<file path="config.mk">
export PLATFORM = sky130hd
export DESIGN_NAME = pulse_decoder_flat
export DESIGN_NICKNAME = d
export VERILOG_FILES = /design/src/rtl/pulse_pkg.sv /design/src/rtl/pulse_decoder_if.sv /design/src/rtl/pulse_width_meter.sv /design/src/rtl/pulse_decoder.sv /design/src/flat_wrapper.sv
export SDC_FILE = /design/constraint.sdc
export NUM_CORES = 1
export LEC_CHECK = 0
export CORE_MARGIN = 2
export CORE_UTILIZATION = 50
export CTS_CLUSTER_SIZE = 20
export DETAILED_ROUTE_END_ITERATION = 10
export PLACE_DENSITY = 0.69
export SYNTH_ARGS = -nofsm -noshare
export SYNTH_HDL_FRONTEND = slang
export SYNTH_HIERARCHICAL = 1
export SYNTH_SLANG_ARGS = --single-unit
</file>
<file path="constraint.sdc">
create_clock -name clk -period 3.1 [get_ports clk]
set_clock_uncertainty 0.05 [all_clocks]
set_input_delay 0.465 -clock clk [delete_from_list [all_inputs] [get_ports clk]]
set_output_delay 0.465 -clock clk [all_outputs]
set_load 0.1 [all_outputs]
</file>
<file path="src/rtl/pulse_pkg.sv">
// Shared types for the pulse-width decoder: FSM state, symbol classes, counter width.
// PULSE_DECODER_PARITY_EN adds a ninth (even parity) bit to every frame.
package pulse_pkg;

  typedef enum logic {IDLE, DATA} state_e;

  typedef enum logic [1:0] {SYM_GLITCH, SYM_ZERO, SYM_ONE, SYM_SYNC} sym_e;

  localparam int CNT_W = 16;

`ifdef PULSE_DECODER_PARITY_EN
  localparam int FRAME_BITS = 9;
`else
  localparam int FRAME_BITS = 8;
`endif

  function automatic sym_e classify(input logic [CNT_W-1:0] w,
                                    input logic [CNT_W-1:0] zmin,
                                    input logic [CNT_W-1:0] omin,
                                    input logic [CNT_W-1:0] smin);
    if (w >= smin)      return SYM_SYNC;
    else if (w >= omin) return SYM_ONE;
    else if (w >= zmin) return SYM_ZERO;
    else                return SYM_GLITCH;
  endfunction

endpackage

</file>
<file path="src/rtl/pulse_decoder_if.sv">
// Byte output handshake of the pulse decoder (valid/ready, one byte per transfer).
interface pulse_decoder_if;
  logic [7:0] data_o;
  logic       valid_o;
  logic       ready_i;

  modport master (output data_o, output valid_o, input ready_i);
  modport slave  (input data_o, input valid_o, output ready_i);
endinterface

</file>
<file path="src/rtl/pulse_width_meter.sv">
// Synchronizes the pulse line, measures level widths and classifies each high pulse
// on its falling edge; also flags a low period that has lasted TIMEOUT cycles.
module pulse_width_meter
  import pulse_pkg::*;
#(
  parameter int ZERO_MIN = 200,
  parameter int ONE_MIN  = 600,
  parameter int SYNC_MIN = 900,
  parameter int TIMEOUT  = 20000
) (
  input  logic clk,
  input  logic rst,
  input  logic i_pulse,
  output sym_e o_sym,
  output logic o_sym_vld,
  output logic o_tmo
);

  localparam logic [CNT_W-1:0] ZMIN    = CNT_W'(ZERO_MIN);
  localparam logic [CNT_W-1:0] OMIN    = CNT_W'(ONE_MIN);
  localparam logic [CNT_W-1:0] SMIN    = CNT_W'(SYNC_MIN);
  // Off an edge the line has held its level for r_cnt+2 cycles.
  localparam logic [CNT_W-1:0] TMO_CNT = CNT_W'(TIMEOUT - 2);

  logic             r_s1, r_s2, r_prev;
  logic [CNT_W-1:0] r_cnt;
  logic             w_edge, w_fall;
  logic [CNT_W-1:0] w_width;

  assign w_edge  = r_s2 ^ r_prev;
  assign w_fall  = r_prev & ~r_s2;
  // On the falling-edge cycle the high level lasted r_cnt+1 cycles.
  assign w_width = (r_cnt == '1) ? r_cnt : r_cnt + CNT_W'(1);

  always_ff @(posedge clk) begin
    if (rst) begin
      r_s1      <= 1'b0;
      r_s2      <= 1'b0;
      r_prev    <= 1'b0;
      r_cnt     <= '0;
      o_sym     <= SYM_GLITCH;
      o_sym_vld <= 1'b0;
      o_tmo     <= 1'b0;
    end else begin
      r_s1   <= i_pulse;
      r_s2   <= r_s1;
      r_prev <= r_s2;
      if (w_edge)
        r_cnt <= '0;
      else if (r_cnt != '1)
        r_cnt <= r_cnt + CNT_W'(1);
      o_sym_vld <= w_fall;
      if (w_fall)
        o_sym <= classify(w_width, ZMIN, OMIN, SMIN);
      o_tmo <= ~r_s2 & ~r_prev & (r_cnt == TMO_CNT);
    end
  end

endmodule

</file>
<file path="src/rtl/pulse_decoder.sv">
// Pulse-width serial decoder: sync pulse starts a frame, long/short pulses carry
// 1/0 bits LSB first, result lands in a one-entry valid/ready buffer.
// Optional even parity bit with `define PULSE_DECODER_PARITY_EN.
module pulse_decoder
  import pulse_pkg::*;
#(
  parameter int ZERO_MIN = 200,
  parameter int ONE_MIN  = 600,
  parameter int SYNC_MIN = 900,
  parameter int TIMEOUT  = 20000
) (
  input  logic            clk,
  input  logic            rst,
  input  logic            pulse_in,
  pulse_decoder_if.master out_if,
  output logic            overflow_o,
  output logic            frame_err_o,
  output logic            busy_o
);

  sym_e                  w_sym;
  logic                  w_sym_vld, w_tmo;
  state_e                r_state;
  logic [3:0]            r_bitcnt;
  logic [FRAME_BITS-1:0] r_shift;
  logic [7:0]            r_data;
  logic                  r_valid, r_ovf, r_ferr;
  logic                  w_hs, w_bit, w_last, w_par_ok;
  logic [FRAME_BITS-1:0] w_shift_nxt;

  pulse_width_meter #(
    .ZERO_MIN (ZERO_MIN),
    .ONE_MIN  (ONE_MIN),
    .SYNC_MIN (SYNC_MIN),
    .TIMEOUT  (TIMEOUT)
  ) u_meter (
    .clk       (clk),
    .rst       (rst),
    .i_pulse   (pulse_in),
    .o_sym     (w_sym),
    .o_sym_vld (w_sym_vld),
    .o_tmo     (w_tmo)
  );

  assign w_hs        = r_valid & out_if.ready_i;
  assign w_bit       = (w_sym == SYM_ONE);
  assign w_last      = (r_bitcnt == 4'(FRAME_BITS - 1));
  assign w_shift_nxt = {w_bit, r_shift[FRAME_BITS-1:1]};

`ifdef PULSE_DECODER_PARITY_EN
  assign w_par_ok = ~^w_shift_nxt;
`else
  assign w_par_ok = 1'b1;
`endif

  always_ff @(posedge clk) begin
    if (rst) begin
      r_state  <= IDLE;
      r_bitcnt <= '0;
      r_shift  <= '0;
      r_data   <= '0;
      r_valid  <= 1'b0;
      r_ovf    <= 1'b0;
      r_ferr   <= 1'b0;
    end else begin
      r_ovf  <= 1'b0;
      r_ferr <= 1'b0;
      // A completing frame below may reload the buffer in the same cycle.
      if (w_hs)
        r_valid <= 1'b0;
      case (r_state)
        IDLE: begin
          if (w_sym_vld && w_sym == SYM_SYNC) begin
            r_state  <= DATA;
            r_bitcnt <= '0;
            r_shift  <= '0;
          end
        end
        DATA: begin
          if (w_sym_vld) begin
            case (w_sym)
              SYM_SYNC: begin
                r_bitcnt <= '0;
                r_shift  <= '0;
                r_ferr   <= (r_bitcnt != '0);
              end
              SYM_GLITCH: begin
                r_ferr   <= 1'b1;
                r_state  <= IDLE;
                r_bitcnt <= '0;
              end
              default: begin
                r_shift <= w_shift_nxt;
                if (w_last) begin
                  r_state  <= IDLE;
                  r_bitcnt <= '0;
                  if (!w_par_ok)
                    r_ferr <= 1'b1;
                  else if (!r_valid || w_hs) begin
                    r_data  <= w_shift_nxt[7:0];
                    r_valid <= 1'b1;
                  end else
                    r_ovf <= 1'b1;
                end else
                  r_bitcnt <= r_bitcnt + 4'd1;
              end
            endcase
          end else if (w_tmo) begin
            r_ferr   <= 1'b1;
            r_state  <= IDLE;
            r_bitcnt <= '0;
          end
        end
        default: r_state <= IDLE;
      endcase
    end
  end

  assign out_if.data_o  = r_data;
  assign out_if.valid_o = r_valid;
  assign overflow_o     = r_ovf;
  assign frame_err_o    = r_ferr;
  assign busy_o         = (r_state == DATA);

endmodule
</file>
<file path="src/flat_wrapper.sv">
// flat-port wrapper written by rule: the top's interface ports become plain ports
module pulse_decoder_flat import pulse_pkg::*;
#(
  parameter int ZERO_MIN = 200,
  parameter int ONE_MIN  = 600,
  parameter int SYNC_MIN = 900,
  parameter int TIMEOUT  = 20000
)
  (clk, rst, pulse_in, overflow_o, frame_err_o, busy_o, out_if_data_o, out_if_valid_o, out_if_ready_i);
  pulse_decoder_if out_if_i ();
  input  logic clk;
  input  logic rst;
  input  logic pulse_in;
  output logic overflow_o;
  output logic frame_err_o;
  output logic busy_o;
  output wire logic [$bits(out_if_i.data_o)-1:0] out_if_data_o;
  output wire logic [$bits(out_if_i.valid_o)-1:0] out_if_valid_o;
  input wire logic [$bits(out_if_i.ready_i)-1:0] out_if_ready_i;
  assign out_if_data_o = out_if_i.data_o;
  assign out_if_valid_o = out_if_i.valid_o;
  assign out_if_i.ready_i = out_if_ready_i;
  pulse_decoder #(.ZERO_MIN(ZERO_MIN), .ONE_MIN(ONE_MIN), .SYNC_MIN(SYNC_MIN), .TIMEOUT(TIMEOUT)) u_core (.clk(clk), .rst(rst), .pulse_in(pulse_in), .out_if(out_if_i), .overflow_o(overflow_o), .frame_err_o(frame_err_o), .busy_o(busy_o));
endmodule
</file>
==> results.json, run 1 <==
{
  "grt_max_degree": 30,
  "fmax_mhz": 381,
  "die_h_um": 73.8,
  "ys.flop_type": "dfxtp_1",
  "avgSynthCellArea_um2": 8.57,
  "wl_um": 4800,
  "grtUsageTotal_pct": 19.8,
  "cts_root_buffer": "clkbuf_8",
  "path_class": "flip-flop to flip-flop",
  "slew_headroom_pct": 69.4,
  "syn_inst": 284,
  "path_max_fanout": 13,
  "grt_pass1_vias": 1812,
  "power.leakage_nw": 0.935,
  "nets": 305,
  "final_cell_area_um2": 2660,
  "cts_buffers": 5,
  "required_ns": 3.28,
  "place.gp.congestion": 0.879,
  "grt_pass1_wl_um": 8380,
  "synth_top_area_cell": "dfxtp_1",
  "fin_crit_sh_pct": 84.7,
  "total_power_mw": 1.09,
  "cts_hold_buf": 0,
  "vias": 1982,
  "antenna_found_initial": 0,
  "setup_viol": 0,
  "status": "finished, final reports clean",
  "cts_max_path_buffers": 2,
  "avgViaCountPerCell": 5.52,
  "die_x_um": 73.8,
  "wl_per_cell_um": 13.4,
  "synth_nets": 298,
  "dp.final_hpwl_um": 3400,
  "drtIter0Drc": 84,
  "place_area_um2": 2540,
  "ir_worst_vdd_uv": 214,
  "period_needed_ns": 2.62,
  "yosysSeqAreaShare_pct": 37.8,
  "rsz0062_at_grt": "false",
  "synth.distinct_cells": 56,
  "post-cts-setup-buffers": 0,
  "cp.arrival_ns": 2.80,
  "endpoint_kind": "flip-flop",
  "maxCapViolCount": 0,
  "postCtsResizedCells": 0,
  "clkLatencyLatePin_ns": 0.30,
  "finalHoldViolations": 0,
  "yosysWarnings": 6,
  "detailedRoute.firstPassIterationCount": 4,
  "ys_top_cells_by_area": "dfxtp_1 (38%), mux2i_1 (5.8%), nor2_1 (5.2%)",
  "cts.clk_slew.worst_paths_ns": 0.08,
  "num_rows": 25,
  "slew_violations": 0,
  "cts_htree_levels": 2,
  "tns_ns": 0,
  "async_reset_ff_share_pct": 0,
  "antenna_cells": 0,
  "clkSinkCount": 46,
  "cp-start-kind": "flip-flop",
  "drt.antenna.violating_nets": 0,
  "drive_above_1_share_pct": 12.0,
  "io_buffers": 15,
  "worstMarginPinSlew_ns": 0.455,
  "io_pins": 16,
  "coreArea_um2": 4720,
  "dieArea_um2": 5440,
  "grt_overflow_total": 0,
  "syn-cell-area_um2": 2430,
  "syn_to_final_growth_pct": 9.10,
  "cts_tree": "built",
  "drc_errors": 0,
  "hold_path.class": "flip-flop to flip-flop",
  "ys_ff_latch": 46,
  "power_density_nw_per_um2": 411,
  "synth-edff-count": 0,
  "yosys.area.top_type_share_pct": 37.8,
  "start_util_pct": 51.5
}
[through the flow]
stage / cells / hold slack [ns] / util [%] / setup slack, ns
floorplan: 284 / 0.364 / - / 0.959
global placement: 351 / 0.384 / 53.9 / 0.567
detailed placement: 351 / 0.383 / 53.9 / 0.515
CTS: 359 / 0.409 / 56.2 / 0.489
global route: 359 / 0.411 / 56.2 / 0.250
finish: 359 / 0.405 / 56.2 / 0.475
[worst max-delay path, stage by stage (launching register included)]
cell and delay [ns]:
dfxtp_1 0.53, ha_1 0.39, nand4_2 0.26, nor4_4 0.45, buf_4 0.25, o31ai_1 0.11, a211o_1 0.23, and3_1 0.17
o2bb2ai_1 0.12
[worst paths after layout]
path | depth (start not counted) | from | endpoint | slack, ns
worst max-delay path | 8 | u_core/u_meter/r_cnt[1] | u_core/u_meter/o_sym[0] | 0.48
worst min-delay path | 1 | u_core/u_meter/r_s1 | u_core/u_meter/r_s2 | 0.40
worst max register to register | 8 | u_core/u_meter/r_cnt[1] | u_core/u_meter/o_sym[0] | 0.48
worst min register to register | 1 | u_core/u_meter/r_s1 | u_core/u_meter/r_s2 | 0.40
[layer usage]
layer | global-route usage [%] | part of all wire, % | vias up
li1 | - | - | 1022
met1 | 27.4 | 51 | 902
met2 | 28.8 | 42 | 50
met3 | 6.86 | 6.1 | 8
met4 | 6.46 | 1.6 | 0
met5 | 0 | 0 | -
[area by class of cell]
cell class / count / area (µm²)
fill: 432 / 2070
multi-input combinational: 210 / 1360
sequential: 46 / 921
timing repair buffer: 17 / 135
tap: 67 / 83.8
clock buffer: 6 / 72.6
inverter: 11 / 41.3
clock inverter: 2 / 37.5
[synth_stat cells (3+ instances only)]
cell type / instances
nor2_1: 34
nand3_1: 14
nor2b_1: 7
nand4_1: 5
o21ai_0: 12
mux2i_1: 14
buf_2: 7
clkbuf_1: 5
a21oi_1: 19
ha_1: 10
or3_1: 5
and3_1: 6
o21a_1: 3
buf_4: 3
nand2_1: 19
dfxtp_1: 46
nor3_1: 11
xnor2_1: 3
nand2b_1: 3
inv_1: 11
nor4_1: 4
[sequential cells by signal (all words and copies together) (netlist names)]
register	cells
u_core/u_meter/r_cnt	16
u_core/out_if.valid_o	1
u_core/u_meter/o_sym_vld	1
u_core/u_meter/r_s2	1
u_core/u_meter/r_s1	1
u_core/frame_err_o	1
u_core/r_bitcnt	4
u_core/u_meter/o_sym	2
u_core/u_meter/r_prev	1
u_core/overflow_o	1
u_core/busy_o	1
u_core/r_shift	7
u_core/out_if.data_o	8
u_core/u_meter/o_tmo	1
[kinds of logic after synthesis]
| group | Yosys count | synth area share [%] |
|---|---|---|
| AO/OA/AOI/OAI | 55 | 14.3 |
| XOR/XNOR | 4 | 1.44 |
| adder cells (fa/ha/maj) | 10 | 5.14 |
| buffers and inverters | 28 | 6.12 |
| flip-flops | 46 | 37.8 |
| multiplexers | 14 | 5.76 |
| AND/OR/NAND/NOR | 127 | 29.4 |
[report_power, final]
group	switching [mW]	leakage (nW)	internal [mW]
registers	0.0109	0.372	0.596
clock network	0.202	0.0514	0.241
logic	0.0246	0.512	0.0179
total	0.238	0.935	0.855
[cell usage in the layout, fill, tap and decap left out, types with 2 or more instances in the layout]
cell / synthesis / final
a211o_1: 2 / 2
a211oi_1: 2 / 2
a21oi_1: 19 / 19
a22oi_1: 2 / 2
a31oi_1: 2 / 2
and3_1: 6 / 6
buf_4: 3 / 14
clkbuf_8: 0 / 5
clkdlybuf4s50_1: 0 / 3
dfxtp_1: 46 / 46
ha_1: 10 / 10
inv_1: 11 / 11
mux2i_1: 14 / 14
nand2_1: 19 / 19
nand2b_1: 3 / 3
nand3_1: 14 / 14
nand4_1: 5 / 5
nor2_1: 34 / 34
nor2b_1: 7 / 7
nor3_1: 11 / 11
nor4_1: 4 / 4
nor4b_1: 2 / 2
o21a_1: 3 / 3
o21ai_0: 12 / 12
o21ai_1: 2 / 2
or2_2: 2 / 2
or3_1: 5 / 5
or4b_2: 2 / 2
xnor2_1: 3 / 3
Power figures use the tool's default switching activity.
==> run 2: changes to the inputs <==
clock period = 2.6 ns   (was 3.1 ns; I/O delays follow)
==> run 2 against run 1 <==
Combinational power increased by 53%; flip-flop and latch count unchanged; critical path depth shrank 2; first-iteration DRC count rose by 62%; critical path type unchanged; critical endpoint is now u_core/u_meter/o_sym[1]; largest cell class unchanged; largest power group unchanged.
==> results.json, run 2 (synthesized netlist as in run 1, its figures left out) <==
{
  "die_x_um": 73.8,
  "nets": 313,
  "reg2reg_slack_ns": 0.33,
  "hold_path.class": "flip-flop to flip-flop",
  "cp.arrival_ns": 2.42,
  "cts.clk_slew.worst_paths_ns": 0.10,
  "ir_worst_vdd_uv": 263,
  "total_power_mw": 1.23,
  "required_ns": 2.75,
  "detailedRoute.firstPassIterationCount": 5,
  "period_needed_ns": 2.27,
  "dp.final_hpwl_um": 3410,
  "coreArea_um2": 4720,
  "power.leakage_nw": 0.970,
  "endpoint_kind": "flip-flop",
  "r2r-end": "u_core/u_meter/o_sym[1]",
  "regMostFlops": "u_core/u_meter/r_cnt",
  "syn_to_final_growth_pct": 10.7,
  "final_cell_mix": "dfxtp_1 (46), nor2_1 (34), buf_4 (22)",
  "critPathBufInv": 0,
  "dieArea_um2": 5440,
  "cp_cell_sequence": "nand4_4 -> o41a_1 -> nor3_1 -> nand4_1 -> a211o_1 -> o21a_1",
  "holdPathEnd": "u_core/u_meter/r_s2",
  "drc_errors": 0,
  "final-seq-area_um2": 921,
  "slew_headroom_pct": 68.9,
  "r2r-start": "u_core/u_meter/r_cnt[6]",
  "clkLatencyLatePin_ns": 0.30,
  "io_pins": 16,
  "die_h_um": 73.8,
  "cp-start-kind": "flip-flop",
  "hold_depth": 1,
  "multi_input_area_um2": 1360,
  "fill_cells": 444,
  "antenna_found_initial": 0,
  "grt_pass1_vias": 1772,
  "whs_ns": 0.392,
  "grt_overflow_total": 0,
  "power_density_nw_per_um2": 457,
  "clkSinkCount": 46,
  "grt_pass1_wl_um": 8340,
  "path_class": "flip-flop to flip-flop",
  "cts_root_buffer": "clkbuf_8",
  "cts_hold_buf": 0,
  "cts_max_path_buffers": 2,
  "post-cts-setup-buffers": 0,
  "slew_violations": 0,
  "drive_above_1_share_pct": 14.7,
  "antenna_cells": 0,
  "wl_per_cell_um": 13.3,
  "worstMarginPinSlew_ns": 0.463,
  "drtIter0Drc": 136,
  "finalHoldViolations": 0,
  "io_buffers": 15,
  "fin_crit_sh_pct": 87.4,
  "maxCapViolCount": 0,
  "tns_ns": 0,
  "place.gp.congestion": 0.835,
  "postCtsResizedCells": 0,
  "num_rows": 25,
  "rr_worst_depth": 6,
  "fmax_mhz": 440,
  "status": "finished, final reports clean",
  "crit_family": "compound AO/OA/AOI/OAI gates",
  "cts_buffers": 5,
  "cts_tree": "built",
  "setup_viol": 0,
  "layout_commonest_cell": "dfxtp_1",
  "rsz0062_at_grt": "false",
  "largest_reg_flops": 16,
  "avgViaCountPerCell": 5.56,
  "cp_slowest_stage_delay_ns": 0.54,
  "cp_slowest_cell": "dfxtp_1",
  "start_util_pct": 51.5,
  "vias": 2039,
  "drt.antenna.violating_nets": 0,
  "path_max_fanout": 10,
  "cts_htree_levels": 2,
  "grt_max_degree": 31,
  "min-delay-start": "u_core/u_meter/r_s1",
  "wl_um": 4890,
  "grtUsageTotal_pct": 19.5
}
-- run 2: metal layers --
metal | up-vias | GRT usage, % | wire length (µm)
li1 | 1047 | - | -
met1 | 922 | 29.0 | 2480
met2 | 63 | 27.5 | 2030
met3 | 7 | 3.98 | 304
met4 | 0 | 7.27 | 68
met5 | - | 0 | 0
-- run 2: stage by stage --
stage / utilization (%) / instances / instance area, µm² / worst slack, ns
floorplan: - / 284 / 2430 / 0.459
global placement: 55.2 / 359 / 2610 / 0.395
detailed placement: 55.2 / 359 / 2610 / 0.374
CTS: 57.1 / 367 / 2700 / 0.357
global route: 57.1 / 367 / 2700 / 0.130
finish: 57.1 / 367 / 2700 / 0.328
-- run 2: layout make-up --
class / count / share of cell area [%]
clock inverters: 3 / 0.789
well taps: 67 / 3.11
repair buffers: 25 / 7.24
multi-input cells: 210 / 50.6
inverters: 11 / 1.53
flip-flops and latches: 46 / 34.2
clock buffers: 5 / 2.55
-- run 2: report_power, final --
part           total [mW]  internal (mW)  switching, mW
logic              0.0652         0.0258         0.0394
registers           0.717          0.711        0.00596
clock network       0.450          0.189          0.260
-- run 2: how the worst max path moves through the flow --
stage                                  from                       to  cells past startpoint  slack (ns)
finish              u_core/u_meter/r_cnt[6]  u_core/u_meter/o_sym[1]                      6        0.33
CTS                 u_core/u_meter/r_cnt[6]  u_core/u_meter/o_sym[1]                      6        0.36
floorplan           u_core/u_meter/r_cnt[1]  u_core/u_meter/o_sym[1]                      8        0.46
detailed placement  u_core/u_meter/r_cnt[3]  u_core/u_meter/o_sym[1]                      7        0.37
global route        u_core/u_meter/r_cnt[3]  u_core/u_meter/o_sym[1]                      7        0.13
global placement    u_core/u_meter/r_cnt[4]  u_core/u_meter/o_sym[1]                      7        0.40
